File: src/rtl/td_sync_gen.sv
`timescale 1ns/1ps
// td_sync_gen: NTSC/PAL composite-style HS/VS timing generator with pixel/line counters and active-video flag.
// Latency: every output is registered from next-state counters, so HS/VS/ACTIVE are cycle-aligned with oH_CNT/oV_CNT.
// Backpressure: none; free-running while iEN=1, idle (counters 0, syncs high) while iEN=0. Interlace via TD_SYNC_INTERLACE_EN.
module td_sync_gen #(
  parameter int H_TOTAL_NTSC  = 858,
  parameter int H_TOTAL_PAL   = 864,
  parameter int H_SYNC        = 64,
  parameter int H_ACT_START   = 128,
  parameter int H_ACT         = 720,
  parameter int V_TOTAL_NTSC  = 262,
  parameter int V_TOTAL_PAL   = 312,
  parameter int VS_LINES_NTSC = 6,
  parameter int VS_LINES_PAL  = 24,
  parameter int V_ACT_START   = 26,
  parameter int V_ACT_NTSC    = 234,
  parameter int V_ACT_PAL     = 284
) (
  input  logic       iCLK,
  input  logic       iRST,
  input  logic       iEN,
  input  logic       iPAL,
  output logic       oTD_HS,
  output logic       oTD_VS,
  output logic [9:0] oH_CNT,
  output logic [8:0] oV_CNT,
  output logic       oFIELD,
  output logic       oACTIVE,
  output logic       oPAL_ACT
);

  // Sized copies of the timing parameters so every compare is unsigned and width-matched.
  localparam logic [9:0] HT_N     = 10'(H_TOTAL_NTSC);
  localparam logic [9:0] HT_P     = 10'(H_TOTAL_PAL);
  localparam logic [9:0] HS_W     = 10'(H_SYNC);
  localparam logic [9:0] HA_START = 10'(H_ACT_START);
  localparam logic [9:0] HA_END   = 10'(H_ACT_START + H_ACT);
  localparam logic [8:0] VT_N     = 9'(V_TOTAL_NTSC);
  localparam logic [8:0] VT_P     = 9'(V_TOTAL_PAL);
  localparam logic [8:0] VSL_N    = 9'(VS_LINES_NTSC);
  localparam logic [8:0] VSL_P    = 9'(VS_LINES_PAL);
  localparam logic [8:0] VA_START = 9'(V_ACT_START);
  localparam logic [8:0] VA_END_N = 9'(V_ACT_START + V_ACT_NTSC);
  localparam logic [8:0] VA_END_P = 9'(V_ACT_START + V_ACT_PAL);

  // IDLE: held off by iEN=0 or fresh out of reset; the next enabled edge starts at pixel 0, line 0.
  typedef enum logic {ST_IDLE, ST_RUN} state_t;

  state_t     state, state_nxt;
  logic [9:0] h_nxt;
  logic [8:0] v_nxt;
  logic       field_nxt;
  logic       mode_nxt;
  logic       hs_nxt, vs_nxt, act_nxt;

  logic [9:0] ht_last;
  logic [8:0] vt_base;
  logic [8:0] vt_last;
  logic       line_end;
  logic       field_end;
  logic [8:0] vsl_nxt;
  logic [8:0] va_end_nxt;

  // Wrap points for the mode (and field parity) currently being generated.
  always_comb begin
    ht_last = (oPAL_ACT ? HT_P : HT_N) - 10'd1;
    vt_base = oPAL_ACT ? VT_P : VT_N;
`ifdef TD_SYNC_INTERLACE_EN
    // Odd field carries the extra line that makes a 525/625-line frame.
    vt_last = oFIELD ? vt_base : vt_base - 9'd1;
`else
    vt_last = vt_base - 9'd1;
`endif
    line_end  = (oH_CNT == ht_last);
    field_end = line_end && (oV_CNT == vt_last);
  end

  // Next-state counters, field parity and mode; the mode only reloads while idle or at the field wrap.
  always_comb begin
    state_nxt = ST_IDLE;
    h_nxt     = 10'd0;
    v_nxt     = 9'd0;
    field_nxt = 1'b0;
    mode_nxt  = iPAL;
    if (iEN) begin
      state_nxt = ST_RUN;
      if (state == ST_RUN) begin
        mode_nxt  = oPAL_ACT;
        field_nxt = oFIELD;
        h_nxt     = line_end ? 10'd0 : oH_CNT + 10'd1;
        if (field_end) begin
          v_nxt    = 9'd0;
          mode_nxt = iPAL;
`ifdef TD_SYNC_INTERLACE_EN
          field_nxt = ~oFIELD;
`endif
        end else begin
          v_nxt = line_end ? oV_CNT + 9'd1 : oV_CNT;
        end
      end
    end
  end

  // Output decodes from the next-state values, using the next mode so a new field starts with its own VSL/VA.
  always_comb begin
    vsl_nxt    = mode_nxt ? VSL_P : VSL_N;
    va_end_nxt = mode_nxt ? VA_END_P : VA_END_N;
    if (state_nxt == ST_RUN) begin
      hs_nxt  = (h_nxt >= HS_W);
      vs_nxt  = (v_nxt >= vsl_nxt);
      act_nxt = (h_nxt >= HA_START) && (h_nxt < HA_END) &&
                (v_nxt >= VA_START) && (v_nxt < va_end_nxt);
    end else begin
      hs_nxt  = 1'b1;
      vs_nxt  = 1'b1;
      act_nxt = 1'b0;
    end
  end

  // Single state register for the generator; reset forces the idle/sync-high values immediately.
  always_ff @(posedge iCLK or posedge iRST) begin
    if (iRST) begin
      state    <= ST_IDLE;
      oH_CNT   <= 10'd0;
      oV_CNT   <= 9'd0;
      oFIELD   <= 1'b0;
      oPAL_ACT <= 1'b0;
      oTD_HS   <= 1'b1;
      oTD_VS   <= 1'b1;
      oACTIVE  <= 1'b0;
    end else begin
      state    <= state_nxt;
      oH_CNT   <= h_nxt;
      oV_CNT   <= v_nxt;
      oFIELD   <= field_nxt;
      oPAL_ACT <= mode_nxt;
      oTD_HS   <= hs_nxt;
      oTD_VS   <= vs_nxt;
      oACTIVE  <= act_nxt;
    end
  end

endmodule

File: config.mk
export PLATFORM = sky130hd
export DESIGN_NAME = td_sync_gen
export DESIGN_NICKNAME = d
export VERILOG_FILES = /design/src/rtl/td_sync_gen.sv
export SDC_FILE = /design/constraint.sdc
export NUM_CORES = 1
export LEC_CHECK = 0
export BUFFER_PORTS_ARGS = -buffer_cell sky130_fd_sc_hd__clkbuf_2
export CAP_MARGIN = 25
export CORE_AREA = 2 2 55 57
export DETAILED_ROUTE_END_ITERATION = 8
export DIE_AREA = 0 0 57 59
export PLACE_DENSITY = 0.76
export SKIP_LAST_GASP = 1
export SLEW_MARGIN = 5
export SYNTH_ARGS = -nofsm -noshare
export SYNTH_HDL_FRONTEND = slang
export SYNTH_SLANG_ARGS = --single-unit
File: constraint.sdc
create_clock -name iCLK -period 3.6 [get_ports iCLK]
set_input_delay 0.18 -clock iCLK [delete_from_list [all_inputs] [get_ports iCLK]]
set_output_delay 0.18 -clock iCLK [all_outputs]
set_load 0.02 [all_outputs]
Word-level counts from Yosys, hierarchy flattened

Cells that the tools add are included.

Output and inout port bits: 24
Register bits: 25

$add $sub $neg: 4
Equal/unequal tests: 3
Reductions and logical operators: 4
Magnitude comparators: 6
Mux-type cells: 20

Operator list:

| operator                                                            | count |
|---|---|
| 2-to-1 mux 9 bit                                                    | 4 |
| 2-to-1 mux 10 bit                                                   | 3 |
| 2-to-1 mux 6 bit                                                    | 3 |
| adder 10 x 1 -> 10 bit (second input constant)                      | 1 |
| == test 10 bit                                                      | 1 |
| greater-or-equal comparator 10 x 7 -> 1 bit (second input constant) | 1 |
| greater-or-equal comparator 10 x 8 -> 1 bit (second input constant) | 1 |
| < comparator 10 bit (second input constant)                         | 1 |
| subtractor 9 x 2 -> 10 bit (second input constant)                  | 1 |
| adder 9 x 1 -> 9 bit (second input constant)                        | 1 |
| == test 9 bit                                                       | 1 |
| greater-or-equal comparator 9 x 5 -> 1 bit                          | 1 |
| greater-or-equal comparator 9 x 5 -> 1 bit (second input constant)  | 1 |
| < comparator 9 bit                                                  | 1 |
| 2-to-1 mux 1 bit                                                    | 9 |
| subtractor 9 x 1 -> 9 bit (second input constant)                   | 1 |
| 2-to-1 mux 5 bit                                                    | 1 |
| logical AND 1 bit                                                   | 4 |
| != test 2 bit (second input constant)                               | 1 |

Longest topological paths before layout

Gate-level depths: netlist of run 1.

Word-level depth: 11
Depth in mapped cells: 13
Mapped depth without buffers: 12

Least setup slack after synthesis of run 1

Ideal clock, no wire load.

Path kind: register to register
From: register oV_CNT[1]
To: register oACTIVE
Buffers on the path: 1
Slack: 0.263 ns
Data required time: 3.513 ns
Stages on the path, launching flop included: 14
Arrival time: 3.250 ns
Cell sequence: dfrtp_1 > or4_4 > a2111oi_4 > a31o_2 > buf_4 > mux2_2 > inv_1 > ha_1 > inv_1 > nor2_1 > o2111ai_1 > o311ai_1 > a221o_1 > a211oi_2

Cells in the longest elaborated chain, start to end: 9

Ends and longest elaborated chain:

| what                   | line | text |
|---|---|---|
| from (decl)            | 26   | `output logic [8:0] oV_CNT,` |
| from (signal assigned) | 134  | `oV_CNT <= v_nxt;` |
| == test 9 bit          | 75   | `field_end = line_end && (oV_CNT == vt_last);` |
| logical AND 1 bit      | 75   |  |
| 2-to-1 mux 1 bit       | 91   | `if (field_end) begin` |
| 2-to-1 mux 1 bit       | 87   | `if (state == ST_RUN) begin` |
| 2-to-1 mux 1 bit       | 85   | `if (iEN) begin` |
| named net mode_nxt     | 53   | `logic mode_nxt;` |
| 2-to-1 mux 6 bit       | 107  | `va_end_nxt = mode_nxt ? VA_END_P : VA_END_N;` |
| < comparator 9 bit     | 112  | `(v_nxt >= VA_START) && (v_nxt < va_end_nxt);` |
| logical AND 1 bit      | 112  |  |
| 2-to-1 mux 1 bit       | 108  | `if (state_nxt == ST_RUN) begin` |
| named net act_nxt      | 54   | `logic hs_nxt, vs_nxt, act_nxt;` |
| to (signal assigned)   | 139  | `oACTIVE <= act_nxt;` |
| to (decl)              | 28   | `output logic oACTIVE,` |

The timed path passes the listed nets, and every way through them passes these cells.
A chain may end at the register's enable or synchronous reset.

Worst setup path after layout of run 1

From: register oPAL_ACT
To: register oACTIVE

Cells in the longest elaborated chain, start to end: 11

Ends and longest elaborated chain:

| what                                                                           | line   | text |
|---|---|---|
| from (decl)                                                                    | 29     | `output logic oPAL_ACT` |
| from (signal assigned)                                                         | 136    | `oPAL_ACT <= mode_nxt;` |
| 2-to-1 mux 6 bit (on tied branches)                                            | 66, 67 |  |
| subtractor 9 x 2 -> 10 bit / subtractor 9 x 1 -> 9 bit (equally long branches) | 66, 72 |  |
| == test 10 bit / == test 9 bit (equally long branches)                         | 74, 75 |  |
| logical AND 1 bit                                                              | 75     |  |
| 2-to-1 mux 1 bit (*)                                                           | 91     |  |
| 2-to-1 mux 1 bit (*)                                                           | 87     |  |
| 2-to-1 mux 1 bit (*)                                                           | 85     |  |
| named net mode_nxt                                                             | 53     |  |
| 2-to-1 mux 6 bit (*)                                                           | 107    |  |
| < comparator 9 bit (*)                                                         | 112    |  |
| logical AND 1 bit (*)                                                          | 112    |  |
| 2-to-1 mux 1 bit (*)                                                           | 108    |  |
| named net act_nxt                                                              | 54     |  |

The timed path passes the listed nets; every way through them passes the cells marked *.

==> results.txt, run 1 <==
The maximum vdd ir drop came out at 0.2136 mV. For this configuration, the core starts out at a cell density of 53.42%. The final-layout fill cell count is 248.

Setup violations remaining at the end of the flow were counted as 0. For the finished layout, the period the worst path requires is 3428 ps. The worst reg-to-reg path cell count is 12. TritonCTS created 3 clock buffers. Hold timing on the final database bottoms out at a slack of 0.3080 ps. Detailed routing inserted a total of 1253 vias. Cells with a size suffix above 1 make up 24.29% of the layout. Port buffering added 26 buffers. Clock skew on the completed layout was measured at 2.143 ps. The sum of overflow across all layers after global routing is 0. Among all stages on the critical path, the largest delay is contributed by or4_4. Power spread over the standard cell area amounts to 312.3 nW/µm².

The relative area change from synthesis to final layout came out at 14.95%. The Yosys step of the flow raised 0 warnings. At the worst endpoint, the arrival time is 3690 ps. The detailed-route vias per instance came out at 6.024. The gate count after technology mapping is 150. After detailed routing, the number of remaining DRC violations is 0. The region available for standard cell placement spans 2710 µm².

The number of hold violations in the final report is 0. The number of global-route vias before repair is 1124. The largest incremental delay on the critical path came out at 590 ps. The required time at the endpoint of the critical path came out at 3860 ps.

The area of the die came out at 3363 µm². Synthesis inferred 24 register bits. The first routing iteration left 57 violations. Routability-driven placement finished with a final weighted congestion of 0.9310.

Buffers added to address setup during post-CTS repair amount to 0. STA classifies the critical path startpoint as a register. The aggregate global-route resource usage came out at 20.60%. The maximum number of pins on one net before global-route repair came out at 25. The number of antenna violations at the first check in global routing is 0. The type of the tightest min-delay check is input pin to asynchronous set/reset pin. The antenna diode instance count is 0. The distinct cell type count of the synthesized netlist came out at 40. In this run the number of H-tree levels came out at 1. The flow ran to the end, and the final reports show no timing, DRC or antenna violations.

CTS saw 24 sinks. The die boundary height came out at 59 µm. The placed wire-length estimate after detailed placement came out at 2.431 mm. The cell chosen for the clock root is clkbuf_4. The clock input transition at the sequential cells of the worst setup and hold paths is 140 ps. The first-pass GRT wire length came out at 5.340 mm.

After synthesis, the mean cell area works out to 9.651 µm². The clock tree from TritonCTS is yes. The top cell type by area accounts for 38.03% of the synthesized area. The maximum fanout along the worst path came out at 9. In the layout the commonest cells are clkbuf_2 (26), dfrtp_1 (21), nor2_1 (19), inv_1 (10), xor2_1 (9).

The slew at the pin closest to its max-slew limit is 892.8 ps. The routed wire length is 3.333 mm. After synthesis, the cell types taking the most area are dfrtp_1 (38%), ha_1 (6.9%), xor2_1 (5.4%), nor2_1 (4.9%), dfstp_2 (3.6%).

The library cell used most frequently in the layout, excluding fill and tap cells, is clkbuf_2. The area of the mapped netlist came out at 1448 µm². The number of pins with negative max-slew slack in the final report is 0. The average detailed-routed wire length per instance came out at 16.02 µm. Setup total negative slack on the finished layout was measured at 0 ps. The post-synthesis net count came out at 162. STA classifies the critical path endpoint as a register. Before antenna repair, the detailed router went through 4 iterations.

The number of violations of the max-capacitance limit came out at 0. The signal on the critical path passes through or4_4, a2111oi_4, a31o_4, mux2_2, inv_1, ha_1, inv_1, nor2_1, o2111ai_1, o311ai_1, a221o_1, a211oi_2. The chip width came out at 57 µm.

The final layout net count is 190. The latest clock arrival within the worst-skew pair is 330 ps. The top achievable clock speed is 291.8 MHz. The number of buffers between clock root and the deepest sink is 2. After layout, the design draws a total of 519.7 µW.

The worst setup path is of the register to register kind. The final worst-path cycle share is 95.21%. The standard-cell row count is 19.

The residual antenna-violating net count after detailed routing came out at 0. The number of top-level pins is 28. Of all cell types, the one taking the most synthesized area is dfrtp_1. The share of synthesized area occupied by flip-flops and latches came out at 41.66%.

The normalized max-slew margin is 40.41%. The leakage dissipation came out at 0.7557 nW. The cell that appears most often on the critical path is inv_1.
## layer usage
metal  up-vias  share of wire [%]  track usage [%]
met3         3                7.8            2.402
met5         -                  0                0
met2        55                 48            32.18
li1        597                  -                -
met1       598                 43            29.72
met4         0               0.90            7.641
## worst max-delay path, delay by kind of cell, from the launching register on
family                   cells  cell delay (ps)
adder cells (fa/ha/maj)      1              240
flip-flops                   1              460
buffers and inverters        2              220
AO/OA/AOI/OAI                6             1400
multiplexers                 1              390
AND/OR/NAND/NOR              2              640
## synth_stat cells
cell type / n
ha_1: 8
nand3_1: 7
nand2b_1: 2
o2111ai_1: 2
o41a_1: 2
a221o_1: 1
o311ai_1: 1
dfrtp_1: 22
a211oi_1: 2
o21ai_0: 5
or2_2: 2
nand2_1: 8
a31o_2: 1
o211ai_1: 1
and4bb_2: 1
a211oi_2: 1
mux2_2: 1
nor2_1: 19
a31oi_1: 1
nand4_1: 5
xor2_1: 9
o211a_1: 1
or3_1: 2
dfstp_2: 2
o21a_1: 1
or4_4: 1
a21o_1: 1
a21oi_1: 4
buf_4: 2
nor3_1: 6
conb_1: 1
and3_1: 3
o2bb2ai_1: 2
xnor2_1: 5
inv_1: 10
and4_1: 2
o21ba_2: 1
nand4b_1: 2
clkbuf_1: 2
a2111oi_4: 1
## registers in the layout, summed over array words and instances (netlist names)
signal and count:
oTD_HS 1, oV_CNT 9, state 1, oACTIVE 1, oH_CNT 10, oTD_VS 1
oPAL_ACT 1
## cells by family after synthesis
| family | count (synthesis) | synth area share [%] |
|---|---|---|
| fa+ha+maj | 8 | 6.915 |
| xor+xnor | 14 | 8.470 |
| mux | 1 | 0.7778 |
| compound gates | 28 | 16.16 |
| simple gates | 60 | 21.61 |
| buf+inv | 14 | 4.149 |
| other cells | 1 | 0.2590 |
| flops | 24 | 41.66 |
## power breakdown
group	internal (mW)	leakage (nW)	switching, mW
Sequential	0.275	0.321	0.00462
Combinational	0.0130	0.407	0.0273
Clock	0.113	0.0279	0.0873
## final timing paths
check / start / end / slack [ps]
worst max-delay path: oPAL_ACT / oACTIVE / 170
worst min-delay path: iRST / oV_CNT[7] / 0.3
worst max register to register: oPAL_ACT / oACTIVE / 170
worst min register to register: oH_CNT[0] / oH_CNT[0] / 610
max in group asynchronous: iRST / oV_CNT[1] / 3000
min in group iCLK: iEN / state / 30
## layout make-up
class / instances / area, µm² / area share [%]
Timing Repair Buffer: 27 / 137.6 / 8.271
Clock buffer: 3 / 22.52 / 1.353
Sequential cell: 24 / 604.3 / 36.32
Multi-Input combinational cell: 112 / 793.3 / 47.67
Inverter: 10 / 37.54 / 2.256
Clock inverter: 1 / 30.03 / 1.805
Tap cell: 31 / 38.79 / 2.331
## through the flow
step | area, µm² | util (%) | worst slack (ps) | std cells
detailed placement | 1602 | 59.10 | 171.5 | 204
CTS | 1654 | 61.03 | 134.1 | 208
floorplan | 1448 | - | 263.3 | 150
finish | 1664 | 61.40 | 172.5 | 208
global route | 1664 | 61.40 | -9.271 | 208
global placement | 1602 | 59.10 | 281.7 | 204
## timing repair
action | in CTS | in global routing
resized for setup | 0 | 2
setup endpoints to repair | 0 | 1
hold endpoints to repair | 0 | 0
hold buffers | 0 | 0
(Power assumes the default switching activity.)
==> run 2, diff against run 1 <==
--- a/config.mk
+++ b/config.mk
@@ -7,10 +7,11 @@
 export LEC_CHECK = 0
 export BUFFER_PORTS_ARGS = -buffer_cell sky130_fd_sc_hd__clkbuf_2
 export CAP_MARGIN = 25
-export CORE_AREA = 2 2 55 57
+export CORE_AREA = 2 2 60 62
 export DETAILED_ROUTE_END_ITERATION = 8
-export DIE_AREA = 0 0 57 59
-export PLACE_DENSITY = 0.76
+export DIE_AREA = 0 0 62 64
+export PLACE_DENSITY = 0.66
+export SETUP_SLACK_MARGIN = 0.3
 export SKIP_LAST_GASP = 1
 export SLEW_MARGIN = 5
 export SYNTH_ARGS = -nofsm -noshare
==> results.txt, run 2 (synthesis results as in run 1) <==
The number of iterations in the first detailed-routing pass came out at 4 (unchanged). The number of pins with negative max-slew slack in the final report was 0 (unchanged). The clock input transition at the sequential cells of the worst setup and hold paths is 130 ps (about the same). The number of buffers between clock root and the deepest sink came to 2 (unchanged). TritonCTS built the clock tree. The die boundary height is 64 µm (+8.5%). The average detailed-routed wire length per instance was 15.02 µm (-6.3%).

The flow ran to the end, and the final reports show no timing, DRC or antenna violations. The number of top-level pins is 28 (unchanged). The clock group share of total power was 27.0% (-12 points). The sum of overflow across all layers after global routing is 0 (unchanged). The switching power came out at 113.6 µW (-4.8%). The required time at the endpoint of the critical path came to 3840 ps (-20 ps). The utilization of the core after routing is 52.84% (-8.6 points). The last weighted congestion value of the routability-driven placer came out at 0.8651 (-7.1%). Relative to the synthesized area, the layout overhead comes to 19.88%. The critical path in this run is classified as register to register. The count of port buffers added during placement came to 26 (unchanged). The aggregate global-route resource usage is 19.29% (-1.3 points). The chip width came out at 62 µm (+8.8%). The first-pass GRT wire length is 5.720 mm (+7.1%). The library cell used most frequently in the layout, excluding fill and tap cells, is clkbuf_2.

The routed wire length came out at 3.470 mm (+4.1%). The clock sink count came out at 24 (unchanged). The residual antenna-violating net count after detailed routing came out at 0 (unchanged). The area of the die is 3968 µm² (+18%). The switching share of power came to 25.15% (+2.2 points). Setup repair after global routing left no endpoint under its margin. The maximum number of pins on one net before global-route repair is 25 (unchanged). The final clock skew is 10.84 ps (+8.696 ps). The final hold slack is 57.20 ps (+56.89 ps). The number of levels in the clock H-tree is 1 (unchanged).

The placeable core region came out at 3284 µm² (+21%). The post-detailed-route DRC marker count is 0 (unchanged). The time the final worst path needs with I/O delays and setup is 3180 ps (-247.4 ps). The placed wire-length estimate after detailed placement came out at 2.662 mm (+9.5%). The top achievable clock speed is 314.4 MHz (+7.8%). The final worst-path cycle share came to 88.34% (-6.9 points). The number of failing setup endpoints in the final timing report came out at 0 (unchanged). Leaving out fill and tap cells, the most frequent cells in the layout are clkbuf_2 (26), nor2_1 (19), dfrtp_1 (19), xor2_1 (9).

The antenna diode instance count is 0 (unchanged). The standard-cell row count came out at 21 (+2). The latest clock arrival within the worst-skew pair is 310 ps (-20 ps). The worst setup path is captured at a register. The maximum fanout along the worst path came out at 4 (-5). The number of hold violations in the final report came out at 0 (unchanged).

CTS placed an instance of clkbuf_4 at the clock tree root. The power per standard cell area is 260.2 nW/µm² (-17%). The flip-flop count of the largest register, all copies and words added is 10 (unchanged). The CTS buffer count is 3 (unchanged). The initial core utilization came out at 44.08% (-9.3 points).

The number of antenna violations at the first check in global routing is 0 (unchanged). The type of the tightest min-delay check is input pin to register. The post-route worst setup slack came out at 419.8 ps (+247.4 ps). STA classifies the critical path startpoint as a register.

The arrival time of the worst setup path is 3420 ps (-270 ps). The register containing the most flip-flops in the final layout is oH_CNT. The largest registers in the layout are oH_CNT x10, oV_CNT x9. The share of power burned in combinational logic was 11.3% (+3.5 points). The number of global-route vias before repair came out at 1240 (+10%). The internal power of the cells came out at 338.1 µW (-16%).

The post-placement worst setup slack came out at 146.4 ps (-25.17 ps). The detailed-route vias per instance is 5.394 (-10%). The first-iteration detailed-routing DRC count came out at 91 (+60%).

The maximum vdd ir drop is 0.1951 mV (-8.7%). The routed via count was 1246 (-0.56%). The fraction of final layout cells with drive strength greater than 1 came out at 28.65% (+4.4 points).

The power share of the sequential group is 61.7% (+8.0 points). The number of violations of the max-capacitance limit is 0 (unchanged). The setup TNS came to 0 ps (unchanged). The leakage dissipation is 0.7848 nW (+3.8%). The final layout net count is 198 (+4.2%).
[run 2: cell type report]
| type | instances | area (µm²) |
|---|---|---|
| fill | 320 | 1549 |
| clock buffer | 4 | 26.28 |
| multi-input combinational | 112 | 797.0 |
| sequential | 24 | 606.8 |
| timing repair buffer | 35 | 207.7 |
| tap | 46 | 57.56 |
| inverter | 10 | 40.04 |
[run 2: power by group through the flow]
stage          sequential [mW]  combinational (mW)  clock (mW)
2_1_floorplan            0.288              0.0255           0
3_3_place_gp             0.284              0.0410           0
3_5_place_dp             0.284              0.0423           0
4_1_cts                  0.279              0.0440       0.125
5_1_grt                  0.279              0.0575       0.139
6_report                 0.279              0.0512       0.122
[run 2: timing repair]
| item | CTS | global route |
|---|---|---|
| resized for setup | 1 | 5 |
| pin swaps | 2 | 4 |
| endpoints found under the hold margin | 0 | 9 |
| endpoints found under the setup margin | 1 | 1 |
| hold buffers | 0 | 1 |
| buffers inserted | 2 | 3 |
[run 2: path summary, 6_finish.rpt]
| kind | to | slack, ps | start | depth (start not counted) |
|---|---|---|---|---|
| setup / recovery | oACTIVE | 420 | oPAL_ACT | 12 |
| hold / removal | state | 60 | iEN | 1 |
| setup reg to reg | oACTIVE | 420 | oPAL_ACT | 12 |
| hold reg to reg | oH_CNT[0] | 610 | oH_CNT[0] | 2 |
| max in group asynchronous | oPAL_ACT | 2740 | iRST | 4 |
| min in group asynchronous | oH_CNT[1] | 380 | iRST | 3 |
[run 2: routing by layer]
layer / global-route usage, % / up-vias / share of wire (%)
met2: 31.51 / 34 / 50
met5: 0 / - / 0
met4: 6.117 / 0 / 0.55
met3: 2.632 / 2 / 4.4
met1: 25.81 / 597 / 45
li1: - / 613 / -
[run 2: worst max-delay path: stages, from the launching register on]
cell	delay, ps
dfrtp_2	460
or4_4	550
a2111oi_4	410
a31o_4	210
mux2_4	330
inv_4	70
ha_1	230
inv_2	70
nor2_1	40
o2111ai_1	100
o311ai_1	120
a221o_1	310
a211oi_2	210
[run 2: metrics by stage]
stage                     total power, mW  std cells  area [µm²]
after floorplan                    0.3135        150        1450
after global placement             0.3247        220        1630
after detailed placement           0.3265        220        1630
after CTS                          0.4479        226        1680
after global routing               0.4760        231        1735
final                              0.4516        231        1735
==> run 3, diff against run 2 <==
--- a/config.mk
+++ b/config.mk
@@ -5,12 +5,13 @@
 export SDC_FILE = /design/constraint.sdc
 export NUM_CORES = 1
 export LEC_CHECK = 0
+export ABC_AREA = 1
 export BUFFER_PORTS_ARGS = -buffer_cell sky130_fd_sc_hd__clkbuf_2
 export CAP_MARGIN = 25
-export CORE_AREA = 2 2 60 62
+export CORE_AREA = 2 2 65 67
+export CTS_BUF_LIST = sky130_fd_sc_hd__clkbuf_8
 export DETAILED_ROUTE_END_ITERATION = 8
-export DIE_AREA = 0 0 62 64
-export PLACE_DENSITY = 0.66
+export DIE_AREA = 0 0 67 69
 export SETUP_SLACK_MARGIN = 0.3
 export SKIP_LAST_GASP = 1
 export SLEW_MARGIN = 5
==> results.txt, run 3 <==
The power per standard cell area came out at 294.7 nW/µm² (+13%). The finished layout cell area came out at 1992 µm² (+15%). The total number of yosys warnings came to 0 (unchanged). Setup repair after global routing left no endpoint under its margin. The chip width is 67 µm (+8.1%).

The maximum number of pins on one net before global-route repair came out at 25 (unchanged). The number of top-level pins was 28 (unchanged). The arrival time of the worst setup path came out at 2530 ps (-890 ps).

The cell family with the largest share of critical-path delay is simple AND/OR/NAND/NOR gates. The clock input transition at the sequential cells of the worst setup and hold paths is 90 ps (-40 ps). The first-pass GRT wire length is 6.672 mm (+17%).

The clock group share of total power is 41.7% (+15 points). The detailed-route vias per instance came out at 4.814 (-11%). The instance count along the most critical hold path is 1 (unchanged).

The maximum vdd ir drop is 0.1767 mV (-9.4%). The aggregate global-route resource usage came to 18.51% (-0.77 points). The most congested layer reported by global routing is met1.

The number of enable-type register cells in the synthesized netlist is 0 (unchanged). The final-layout fill cell count is 409 (+28%). The area of the die was 4623 µm² (+17%). The number of iterations in the first detailed-routing pass came out at 4 (unchanged). The final hold slack came out at 59.91 ps (+2.715 ps). The standard-cell row count is 23 (+9.5%). The first-iteration detailed-routing DRC count is 78 (-14%). The number of failing setup endpoints in the final timing report is 0 (unchanged).

Tracing the worst setup path back leads to its startpoint at oH_CNT[5]. The gate count after technology mapping is 242 (+61%). The worst register-to-register path begins at oH_CNT[5]. The cell area after placement is 1883 µm² (+16%).

The fraction of final layout cells with drive strength greater than 1 is 18.32% (-10 points). The final clock skew is 4.325 ps (-6.514 ps). The number of violations of the max-capacitance limit is 0 (unchanged).

The CTS buffer count came to 3 (unchanged). The post-placement worst setup slack is 1238 ps (+1091 ps). The placeable core region is 3914 µm² (+19%). The xor and xnor area share after synthesis was 1.548% (-6.9 points). The startpoint identified for the worst hold timing path is iEN. The cell sitting at the root of the clock tree is a clkbuf_8. The switching share of power came out at 24.21% (-0.94 points). In this run the critical register-to-register path is captured at oACTIVE.

The leakage dissipation came out at 1.079 nW (+37%). The number of pins with negative max-slew slack in the final report came out at 0 (unchanged). The latest clock arrival within the worst-skew pair is 270 ps (-40 ps).

The largest incremental delay on the critical path is 460 ps (-90 ps). The initial core utilization is 43.38% (-0.69 points). The time the final worst path needs with I/O delays and setup was 2355 ps (-825.7 ps). The count of port buffers added during placement is 26 (unchanged). The number of levels in the clock H-tree was 1 (unchanged).

The cell taking the most area after synthesis is dfrtp_1. Sorting the synthesized cells by area gives the leading types as dfrtp_1 (32%), nand2_1 (16%), inv_1 (8.8%), nand3_1 (6.2%), nor2_1 (6.2%). The clock sink count came out at 24 (unchanged). The switching power is 142.1 µW (+25%). The critical setup path kind is register to register.

The final worst-path cycle share is 65.40% (-23 points). The routed wire length is 4.008 mm (+16%). The final layout net count came out at 286 (+44%).

The register-to-register path setup slack came to 1250 ps (+830 ps). The worst hold path belongs to the class input pin to register. The share of power burned in combinational logic is 10.7% (-0.6 points).

The worst setup path is captured at a register. The top achievable clock speed was 424.7 MHz (+35%). By count the netlist is led by nand2_1 (71), inv_1 (40), nor2_1 (28). For hold timing, the worst endpoint is state.

The number of buffers between clock root and the deepest sink is 2 (unchanged). The simple-gate share of the synthesized area is 41.34% (+20 points). Leaving out fill and tap cells, the most frequent cell in the layout is nand2_1.

The met1 track demand over resource in global routing is 27.92% (+2.1 points). The placed wire-length estimate after detailed placement came out at 3.136 mm (+18%). The number of global-route vias before repair was 1412 (+14%). The synthesized flop and latch total is 24 (unchanged).

The sum of overflow across all layers after global routing is 0 (unchanged). From synthesis to final layout, the design area changed by 17.32%. The worst setup path is launched from a register. The distinct cell type count of the synthesized netlist was 30 (-25%). The total chip power came to 587.0 µW (+30%). The largest registers in the layout are oH_CNT x10, oV_CNT x9.

The internal power of the cells is 444.9 µW (+32%). The area fraction in compound gates after synthesis came out at 5.011% (-11 points). The residual antenna-violating net count after detailed routing came to 0 (unchanged). The setup TNS came out at 0 ps (unchanged). The register containing the most flip-flops in the final layout is oH_CNT. The worst reg-to-reg path cell count is 18 (+6). The met3 routing resource usage after global routing is 2.610% (-0.021 points).

The met2 track demand over resource came out at 27.06% (-4.4 points). The hold buffer count at CTS came out at 0 (unchanged). The post-route worst setup slack was 1245 ps (+825.7 ps). The fraction of post-synthesis cell area in the top cell type by area is 32.42% (-5.6 points).

The share of synthesized area occupied by flip-flops and latches is 35.52% (-6.1 points). The signal on the critical path passes through inv_1, nand2_1, nor2_1, nand3_4, nand2_8, nand2_8, inv_2, o21a_1, inv_1, ha_1, inv_1, nand3_1, nand2_1, nand2_1, nand2_1, nand2_1, nand2_1, nor2_1. The routed via count is 1555 (+25%). The antenna diode instance count is 0 (unchanged).

The maximum fanout along the worst path came out at 10 (+6). The synthesized-area fraction occupied by adder cells came to 5.895% (-1.0 points). The top cell types in the final layout, fill and taps aside, are nand2_1 (71), inv_1 (40), nor2_1 (28), clkbuf_2 (26), dfrtp_1 (22).

The average detailed-routed wire length per instance came out at 12.41 µm (-17%). The flip-flop count of the largest register, all copies and words added came out at 10 (unchanged). The die boundary height came to 69 µm (+7.8%). Yosys instantiated no cell more often than nand2_1. The number of buffers inserted by post-CTS setup repair is 0 (-2).

The multiplexer share of the synthesized area came out at 0% (-0.78 points). The required time at the endpoint of the critical path was 3780 ps (-60 ps). In this design, the critical path's most frequently occurring cell is nand2_1.

After synthesis, the largest family of logic cells by area is simple AND/OR/NAND/NOR gates. The number of hold violations in the final report came to 0 (unchanged). The mean instance size in the synthesized netlist came out at 7.016 µm² (-27%). The count of instances resized after the clock tree is built is 0 (-1).

The last weighted congestion value of the routability-driven placer came out at 0.8534 (-1.4%). The flow ran to the end, and the final reports show no timing, DRC or antenna violations. The buffers plus inverters on the worst setup path is 4 (+2).

The post-detailed-route DRC marker count is 0 (unchanged). TritonCTS built the clock tree. The number of antenna violations at the first check in global routing is 0 (unchanged).

The power share of the sequential group came out at 47.7% (-14 points). The post-synthesis net count came to 254 (+57%). The area of the mapped netlist came out at 1698 µm² (+17%).

The slowest stage of the critical path is the dfrtp_1 cell. The share of async-settable or async-resettable flops after synthesis came out at 100.0% (unchanged). In the synthesized netlist the dominant register cell turns out to be dfrtp_1.
run 3: changes by cell type in the layout (fill, tap and decap cells not counted), moves of 5 or more:
| cell | change |
|---|---|
| inv_1 | +32 |
| nand2_1 | +63 |
| buf_4 | -7 |
| xnor2_1 | -5 |
| nand3_1 | +14 |
| nor2_1 | +9 |
| xor2_1 | -6 |
run 3: worst max path at each step:
stage	endpoint	cells after the start
after floorplan	oTD_VS	16
after global placement	oTD_VS	16
after detailed placement	oTD_VS	15
after CTS	oTD_VS	15
after global routing	oTD_VS	16
final	oACTIVE	18
run 3: kinds of logic after synthesis:
kind of cell	Yosys count
compound gates	14
xor+xnor	3
fa+ha+maj	8
buf+inv	46
flops	24
other cells	1
simple gates	146
run 3: area by class of cell:
type	count	area (µm²)	area share, %
tap	50	62.56	3.141
multi-input combinational	172	917.1	46.04
inverter	45	170.2	8.543
timing repair buffer	28	167.7	8.417
sequential	24	603.1	30.28
clock inverter	1	30.03	1.508
clock buffer	3	41.29	2.073
run 3: power by group through the flow:
stage	Combinational, mW	Clock [mW]	Sequential (mW)
2_1_floorplan	0.0407	0	0.289
3_3_place_gp	0.0583	0	0.285
3_5_place_dp	0.0591	0	0.285
4_1_cts	0.0593	0.252	0.280
5_1_grt	0.0717	0.261	0.281
6_report	0.0627	0.245	0.280
run 3: through the flow:
step	utilization [%]	cells
4_1_cts	49.94	321
5_1_grt	50.90	323
3_3_place_gp	48.11	317
2_1_floorplan	-	242
3_5_place_dp	48.11	317
6_report	50.90	323
run 3: per-layer routing:
metal  part of all wire, %  vias to the layer above
li1                      -                      820
met1                    50                      693
met2                    44                       37
met3                   3.9                        5
met4                   1.4                        0
met5                     0                        -
run 3: worst reg2reg max path, stage by stage, from the launching register on:
cell and delay, ps:
dfrtp_1 460, inv_1 120, nand2_1 50, nor2_1 170
nand3_4 170, nand2_8 150, nand2_8 90, inv_2 80
o21a_1 210, inv_1 100, ha_1 190, inv_1 50
nand3_1 80, nand2_1 70, nand2_1 50, nand2_1 60
nand2_1 50, nand2_1 60, nor2_1 40
